`src/rtl/m_bcd_updown_chain.sv`:
```
// m_bcd_updown_chain
//   Multi-digit BCD up/down counter. Each digit has its own maximum, so the
//   chain can count in mixed radix, for example mm:ss with DIG_MAX = 16'h5959.
//   A small IDLE/RUN/DONE FSM gates the count.
//
//   Input priority each cycle is load > stop > start > tick.
//   Carry and borrow ripple through every digit within a single cycle.
//
// Ports
//   clk       rising-edge clock
//   reset     asynchronous, active-high reset
//   tick      count strobe; one step per cycle while high in RUN
//   mode      0 = count up, 1 = count down
//   load      synchronous load of load_val (each digit clamped to its max)
//   load_val  BCD value to load
//   start     request to run (from IDLE or DONE)
//   stop      request to pause (RUN -> IDLE)
//   cnt_out   registered BCD count
//   running   high while in RUN
//   done      registered one-cycle terminal pulse
//   zero      combinational, high when cnt_out == 0
//
// State | Meaning
//   S_IDLE | stopped; count held; waiting for start
//   S_RUN  | counting on qualifying ticks
//   S_DONE | terminal value reached; count held; ticks ignored
module m_bcd_updown_chain #(
  parameter int                  NDIG    = 4,
  parameter logic [4*NDIG-1:0]   DIG_MAX = 16'h5959,
  parameter int                  WRAP    = 0
) (
  input  logic                clk,
  input  logic                reset,
  input  logic                tick,
  input  logic                mode,
  input  logic                load,
  input  logic [4*NDIG-1:0]   load_val,
  input  logic                start,
  input  logic                stop,
  output logic [4*NDIG-1:0]   cnt_out,
  output logic                running,
  output logic                done,
  output logic                zero
);

  localparam int W = 4 * NDIG;

  typedef enum logic [1:0] {
    S_IDLE = 2'd0,
    S_RUN  = 2'd1,
    S_DONE = 2'd2
  } state_t;

  state_t         state_q, state_d;
  logic [W-1:0]   cnt_q, cnt_d;
  logic           done_q, done_d;

  logic [W-1:0]   inc_val, dec_val, clamp_val;
  logic           is_zero, all_max;

  assign is_zero = (cnt_q == '0);
  assign all_max = (cnt_q == DIG_MAX);

  // Ripple increment, decrement and load clamp, one digit at a time.
  // A digit at or above its maximum rolls to 0 on increment; this also
  // keeps the chain sane if a digit were ever out of range.
  always_comb begin
    logic carry, borrow;
    inc_val   = cnt_q;
    dec_val   = cnt_q;
    clamp_val = load_val;
    carry     = 1'b1;
    borrow    = 1'b1;
    for (int i = 0; i < NDIG; i++) begin
      if (carry) begin
        if (cnt_q[4*i +: 4] >= DIG_MAX[4*i +: 4]) begin
          inc_val[4*i +: 4] = 4'd0;
        end else begin
          inc_val[4*i +: 4] = cnt_q[4*i +: 4] + 4'd1;
          carry = 1'b0;
        end
      end
      if (borrow) begin
        if (cnt_q[4*i +: 4] == 4'd0) begin
          dec_val[4*i +: 4] = DIG_MAX[4*i +: 4];
        end else begin
          dec_val[4*i +: 4] = cnt_q[4*i +: 4] - 4'd1;
          borrow = 1'b0;
        end
      end
      // Non-BCD nibbles (A..F) are above any legal max, so they clamp too.
      if (load_val[4*i +: 4] > DIG_MAX[4*i +: 4]) begin
        clamp_val[4*i +: 4] = DIG_MAX[4*i +: 4];
      end
    end
  end

  always_comb begin
    state_d = state_q;
    cnt_d   = cnt_q;
    done_d  = 1'b0;
    if (load) begin
      cnt_d   = clamp_val;
      state_d = S_IDLE;
    end else if (stop) begin
      if (state_q == S_RUN) begin
        state_d = S_IDLE;
      end
    end else if (start) begin
      if (state_q != S_RUN) begin
        // Down-counting from zero has nothing to do.
        state_d = (mode && is_zero) ? S_IDLE : S_RUN;
      end
    end else if (tick && (state_q == S_RUN)) begin
      if (!mode) begin
        if (all_max) begin
          if (WRAP != 0) begin
            cnt_d  = '0;
            done_d = 1'b1;
          end else begin
            // Saturated: hold the count and terminate.
            state_d = S_DONE;
            done_d  = 1'b1;
          end
        end else begin
          cnt_d = inc_val;
          if ((WRAP == 0) && (inc_val == DIG_MAX)) begin
            state_d = S_DONE;
            done_d  = 1'b1;
          end
        end
      end else begin
        if (is_zero) begin
          // Already at zero (mode flipped while running): hold, no pulse.
          state_d = S_DONE;
        end else begin
          cnt_d = dec_val;
          if (dec_val == '0) begin
            state_d = S_DONE;
            done_d  = 1'b1;
          end
        end
      end
    end
  end

  always_ff @(posedge clk or posedge reset) begin
    if (reset) begin
      state_q <= S_IDLE;
      cnt_q   <= '0;
      done_q  <= 1'b0;
    end else begin
      state_q <= state_d;
      cnt_q   <= cnt_d;
      done_q  <= done_d;
    end
  end

  assign cnt_out = cnt_q;
  assign running = (state_q == S_RUN);
  assign done    = done_q;
  assign zero    = is_zero;

endmodule

```
`config.mk`:
```
export PLATFORM = sky130hd
export DESIGN_NAME = m_bcd_updown_chain
export DESIGN_NICKNAME = d
export VERILOG_FILES = /design/src/rtl/m_bcd_updown_chain.sv
export SDC_FILE = /design/constraint.sdc
export NUM_CORES = 1
export LEC_CHECK = 0
export CAP_MARGIN = 25
export CELL_PAD_IN_SITES_DETAIL_PLACEMENT = 1
export CELL_PAD_IN_SITES_GLOBAL_PLACEMENT = 1
export CORE_MARGIN = 3
export CORE_UTILIZATION = 39
export CTS_CLUSTER_SIZE = 12
export DETAILED_ROUTE_END_ITERATION = 8
export PLACE_DENSITY = 0.8
export SYNTH_ARGS = -nofsm -noshare
export SYNTH_HDL_FRONTEND = slang
export SYNTH_SLANG_ARGS = --single-unit
```
`constraint.sdc`:
```
create_clock -name clk -period 3.05 [get_ports clk]
set_input_delay 0.7625 -clock clk [delete_from_list [all_inputs] [get_ports clk]]
set_output_delay 0.7625 -clock clk [all_outputs]
set_load 0.01 [all_outputs]
```
==> results of run 1 <==
==> sequential cells by signal (all words and copies together), names as in the netlist <==
name	flops
cnt_out	16
state_q	2
done	1
==> how the worst max path moves through the flow <==
stage                 endpoint        start  cells past startpoint  slack (ns)
floorplan           cnt_out[7]   cnt_out[4]                      9        0.48
global placement          zero  cnt_out[13]                      5        0.21
detailed placement        zero  cnt_out[13]                      5        0.14
CTS                       zero  cnt_out[13]                      5        0.14
global route              zero  cnt_out[13]                      5        0.05
finish                    zero  cnt_out[13]                      5        0.18
==> where the power goes <==
part           internal, mW  switching (mW)
combinational         0.311           0.414
sequential            0.283          0.0198
clock                0.0933          0.0996
total                 0.687           0.534
==> worst max-delay path, cell delays in order (launching register included) <==
cell,delay [ns]
dfrtp_1,0.42
inv_1,0.15
ha_1,0.24
or3b_4,0.43
nor4_4,0.30
dlygate4sd2_1,0.30
==> synthesized netlist by cell type (7+ instances only) <==
library cell,count,area (sq um)
inv_1,18,67.6
a21oi_1,22,110
dfrtp_1,19,475
clkbuf_1,10,37.5
nor2_1,23,86.3
nor3_1,10,50.1
buf_2,8,40.0
nand2b_1,7,43.8
nand3_1,8,40.0
nand2_1,24,90.1
o21ai_0,20,100
ha_1,12,150
==> final cells by class <==
type | count | area, sq um
fillers | 688 | 2450
multi-input cells | 234 | 1590
repair buffers | 69 | 619
flip-flops and latches | 19 | 475
well taps | 70 | 87.6
inverters | 18 | 67.6
clock buffers | 4 | 45.0
==> cell families after synthesis <==
| family | after synthesis | synth area share [%] |
|---|---|---|
| adder cells (fa/ha/maj) | 12 | 6.71 |
| flip-flops | 19 | 21.3 |
| AND/OR/NAND/NOR | 116 | 30.1 |
| multiplexers | 7 | 3.19 |
| buffers and inverters | 39 | 8.00 |
| AO/OA/AOI/OAI | 97 | 29.9 |
| XOR/XNOR | 2 | 0.783 |
==> per-layer routing <==
| layer | global-route usage [%] | vias to the layer above | share of wire, % |
|---|---|---|---|
| li1 | - | 1208 | - |
| met1 | 37.1 | 1240 | 47 |
| met2 | 39.8 | 107 | 44 |
| met3 | 3.40 | 23 | 6.4 |
| met4 | 9.30 | 0 | 2.9 |
| met5 | 0 | - | 0 |
==> repair_timing <==
item                                    CTS  global route
endpoints found under the setup margin    1             1
hold endpoints to repair                  0             0
gates resized for setup                   1             1
==> out/summary.txt, run 1 <==
H-Tree Depth - 1
Post-CTS Hold Buffers - 0
Final hold violation count - 0
Worst-margin pin slew - 0.824 ns
Vias per inst - 6.23
Final #Nets - 380
WHS Endpoint - state_q[1]
Gr usage total - 26.0%
Number of global-route vias before repair - 2588
Total I/O pin count - 42
Synthesized cell area - 0.00224 sq mm
Crit start category - flop
Fin crit period - 2.87 ns
Root buffer cell - clkbuf_8
Worst hold stages - 2
Setup CP Type - reg2out
Commonest non-fill, non-tap cell in the layout - clkdlybuf4s50_1
Share of cells above drive strength 1 - 13.4%
Die area - 0.00668 sq mm
RSZ-0062 raised after global routing - no
Pwr Density - 424 mW/mm^2
Drt drc - 0
Crit path max fanout - 5
Total grt overflow - 0
CP endpoint kind - output pin
Crit share post-route - 94.3%
Finish-stage setup viols - 0
Register area share after synthesis - 21.3%
R2R Path End - state_q[0]
DP Worst Slack - 0.144 ns
Fraction of registers with async set/reset - 100%
Max VDD drop - 0.197 mV
Antenna viol nets, final - 0
ANT cells - 0
Final Power - 1.22 mW
Worst reg-to-reg setup slack - 0.21 ns
Final Util - 54.0%
Non-filler cells in the finished layout - 414
Mapped Cells - 292
Port Buf Inserts - 41
Hold slack - 0.604 ns
Initial antenna violation count - 0
Dpl cells - 410
Ys Warns - 0
FMAX - 348 MHz
Worst r2r src - cnt_out[5]
Worst-path clk slew - 0.08 ns
Mean area per synthesized cell - 7.66 sq um
Std cell rows - 26
EDFF count, synth - 0
Cell area after layout - 0.00288 sq mm
Wirelength, routed - 8190 um
Critical Path RT - 2.29 ns
Main synth FF type - dfrtp_1
Setup TNS - 0 ns
Worst slew margin - 45.0%
Commonest cells after routing, fill and taps aside - 40 x clkdlybuf4s50_1, 28 x buf_4, 24 x nand2_1
Drt pass-1 iters - 4
Layout area overhead - 28.7%
Die Y - 81.7 um
Clock Path Buffers - 2
Core area - 0.00534 sq mm
Die Span X - 81.7 um
First-pass GRT wire length - 13400 um
Library cells used by synthesis - 68
Net Count, Synth - 327
Total clock buffers created by CTS - 3
PnR worst setup slack - 0.175 ns
Cell area after placement - 0.00283 sq mm
Leak - 1.17 nW
Wire per inst - 19.8 um
Largest net degree at the start of global routing - 20
Clk_lat worst skew - 0.26 ns
Skew final - 0.00136 ns
Arrival time of the worst setup path - 2.11 ns
Min-Delay Startpoint - state_q[1]
Register bit total from synthesis - 19
Initial Utilization - 41.9%
DR vias - 2578
Max-cap viol count - 0
Max Slew Vio Count - 0
Cell count of the worst reg-to-reg path - 9
Run status - completed
DR iter-0 viols - 235
Post-CTS Setup Repair Bufs - 0
DP HPWL - 6080 um
CTS tree - yes
Worst hold path class - reg2reg
CTS sink cnt - 19
GP Congestion - 0.883
Power figures use the tool's default switching activity.
==> inputs of run 2 (changes only) <==
--- a/config.mk
+++ b/config.mk
@@ -9,10 +9,10 @@
 export CELL_PAD_IN_SITES_DETAIL_PLACEMENT = 1
 export CELL_PAD_IN_SITES_GLOBAL_PLACEMENT = 1
 export CORE_MARGIN = 3
-export CORE_UTILIZATION = 39
+export CORE_UTILIZATION = 38
 export CTS_CLUSTER_SIZE = 12
 export DETAILED_ROUTE_END_ITERATION = 8
-export PLACE_DENSITY = 0.8
+export PLACE_DENSITY = 0.78
 export SYNTH_ARGS = -nofsm -noshare
 export SYNTH_HDL_FRONTEND = slang
 export SYNTH_SLANG_ARGS = --single-unit
==> run 2 against run 1 <==
Effect of this change:
- final area up 1.0%
- clock skew up 0.0032 ns
- sequential share of layout area down 0.17 points
- hold slack worse by 0.0092 ns
- critical path type unchanged
- power is 1.8% higher
- largest power group unchanged
- register-to-register slack improved by 0.07 ns
- flip-flop and latch count is the same
==> out/summary.txt, run 2 (same netlist as run 1, synthesis figures left out) <==
Run status - completed
Largest net degree at the start of global routing - 20
Drt pass-1 iters - 4
Worst slew margin - 42.2%
DR vias - 2582
Clock Path Buffers - 2
Pint - 0.695 mW
Worst r2r src - cnt_out[1]
DP Worst Slack - 0.138 ns
DR iter-0 viols - 172
Total clock buffers created by CTS - 3
Post-CTS Hold Buffers - 0
DP HPWL - 6420 um
Max FFs per register - 16
Crit path launch - cnt_out[9]
Vias per inst - 6.15
Layout area overhead - 30.1%
Final #Nets - 384
Die area - 0.00684 sq mm
CP endpoint kind - output pin
Root buffer cell - clkbuf_8
Crit path max fanout - 4
Skew final - 0.00454 ns
CTS tree - yes
Worst-margin pin slew - 0.865 ns
Max-cap viol count - 0
Wire per inst - 20.3 um
Antenna viol nets, final - 0
Total I/O pin count - 42
CTS sink cnt - 19
Setup CP Type - reg2out
ANT cells - 0
Crit start category - flop
Sw Ratio - 44.1%
H-Tree Depth - 1
Commonest non-fill, non-tap cell in the layout - clkdlybuf4s50_1
Setup TNS - 0 ns
Filler instances - 731
GP Congestion - 0.882
Final hold violation count - 0
Leak - 1.19 nW
Max Slew Vio Count - 0
Max VDD drop - 0.278 mV
Number of global-route vias before repair - 2593
Arrival time of the worst setup path - 2.09 ns
Crit share post-route - 93.7%
Share of cells above drive strength 1 - 14.1%
Worst hold path class - reg2reg
Port Buf Inserts - 41
FMAX - 350 MHz
Core area - 0.00561 sq mm
Pwr Density - 427 mW/mm^2
Min-Delay Startpoint - state_q[1]
Die Span X - 82.7 um
Comb pwr share - 60.2%
Drt drc - 0
Sequential share of power - 24.2%
Cell count of the worst reg-to-reg path - 9
Initial antenna violation count - 0
Clock Power Share - 15.6%
Total grt overflow - 0
Die Y - 82.7 um
Std cell rows - 27
Psw - 0.547 mW
Clk_lat worst skew - 0.27 ns
Finish-stage setup viols - 0
First-pass GRT wire length - 13600 um
Wirelength, routed - 8510 um
Worst hold stages - 2
RSZ-0062 raised after global routing - no
Gr usage total - 26.5%
PnR worst setup slack - 0.193 ns
Initial Utilization - 39.9%
Critical Path RT - 2.29 ns
Worst-path clk slew - 0.08 ns
Commonest cells after routing, fill and taps aside - 40 x clkdlybuf4s50_1, 32 x buf_4, 24 x nand2_1
Fin crit period - 2.86 ns
## run 2: cell type report
cell class	instances	area [sq um]	share of cell area, %
Inverter	18	67.6	2.32
Timing Repair Buffer	73	649	22.3
Sequential cell	19	475	16.3
Tap cell	72	90.1	3.10
Multi-Input combinational cell	234	1580	54.4
Clock buffer	4	45.0	1.55
## run 2: power groups by stage
| stage | clock network (mW) | registers (mW) | logic (mW) |
|---|---|---|---|
| after floorplan | 0 | 0.339 | 0.386 |
| after global placement | 0 | 0.303 | 0.714 |
| after detailed placement | 0 | 0.307 | 0.734 |
| after CTS | 0.197 | 0.302 | 0.741 |
| after global routing | 0.205 | 0.305 | 0.812 |
| final | 0.194 | 0.301 | 0.748 |
## run 2: what timing repair did
action,in CTS,in global routing
pin swaps,0,1
setup buffers,0,0
resized for setup,1,0
setup endpoints to repair,1,1
## run 2: worst max-delay path: stages (launching register included)
cell and delay (ns):
dfrtp_1 0.39, inv_1 0.11, ha_1 0.19, or3b_1 0.45, nor4_4 0.37, dlygate4sd2_1 0.31
## run 2: metrics by stage
stage	utilization, %	hold slack (ns)	std cells	area, sq um	power, mW
6_report	51.9	0.595	420	2910	1.24
5_1_grt	51.9	0.659	420	2910	1.32
4_1_cts	51.9	0.596	420	2910	1.24
3_5_place_dp	51.1	0.584	416	2870	1.04
3_3_place_gp	51.1	0.578	416	2870	1.02
2_1_floorplan	-	0.521	292	2240	0.725
## run 2: layer usage
metal  vias to the layer above  track usage (%)  part of all wire (%)
met4                         0             7.03                  0.98
met2                        97             44.6                    49
met1                      1268             34.7                    43
li1                       1209                -                     -
met5                         -                0                     0
met3                         8             4.99                   7.4
## run 2: worst paths after layout
kind	to	slack [ns]
setup / recovery	zero	0.19
hold / removal	state_q[1]	0.59
setup reg to reg	done	0.28
hold reg to reg	state_q[1]	0.59
max in group asynchronous	cnt_out[6]	1.55
min in group asynchronous	cnt_out[12]	0.97
==> inputs of run 3 (changes only) <==
--- a/config.mk
+++ b/config.mk
@@ -10,7 +10,7 @@
 export CELL_PAD_IN_SITES_GLOBAL_PLACEMENT = 1
 export CORE_MARGIN = 3
 export CORE_UTILIZATION = 38
-export CTS_CLUSTER_SIZE = 12
+export CTS_CLUSTER_SIZE = 16
 export DETAILED_ROUTE_END_ITERATION = 8
 export PLACE_DENSITY = 0.78
 export SYNTH_ARGS = -nofsm -noshare
==> results of run 3 <==
No change in the layout: final DEF, timing and power equal those of run 2.
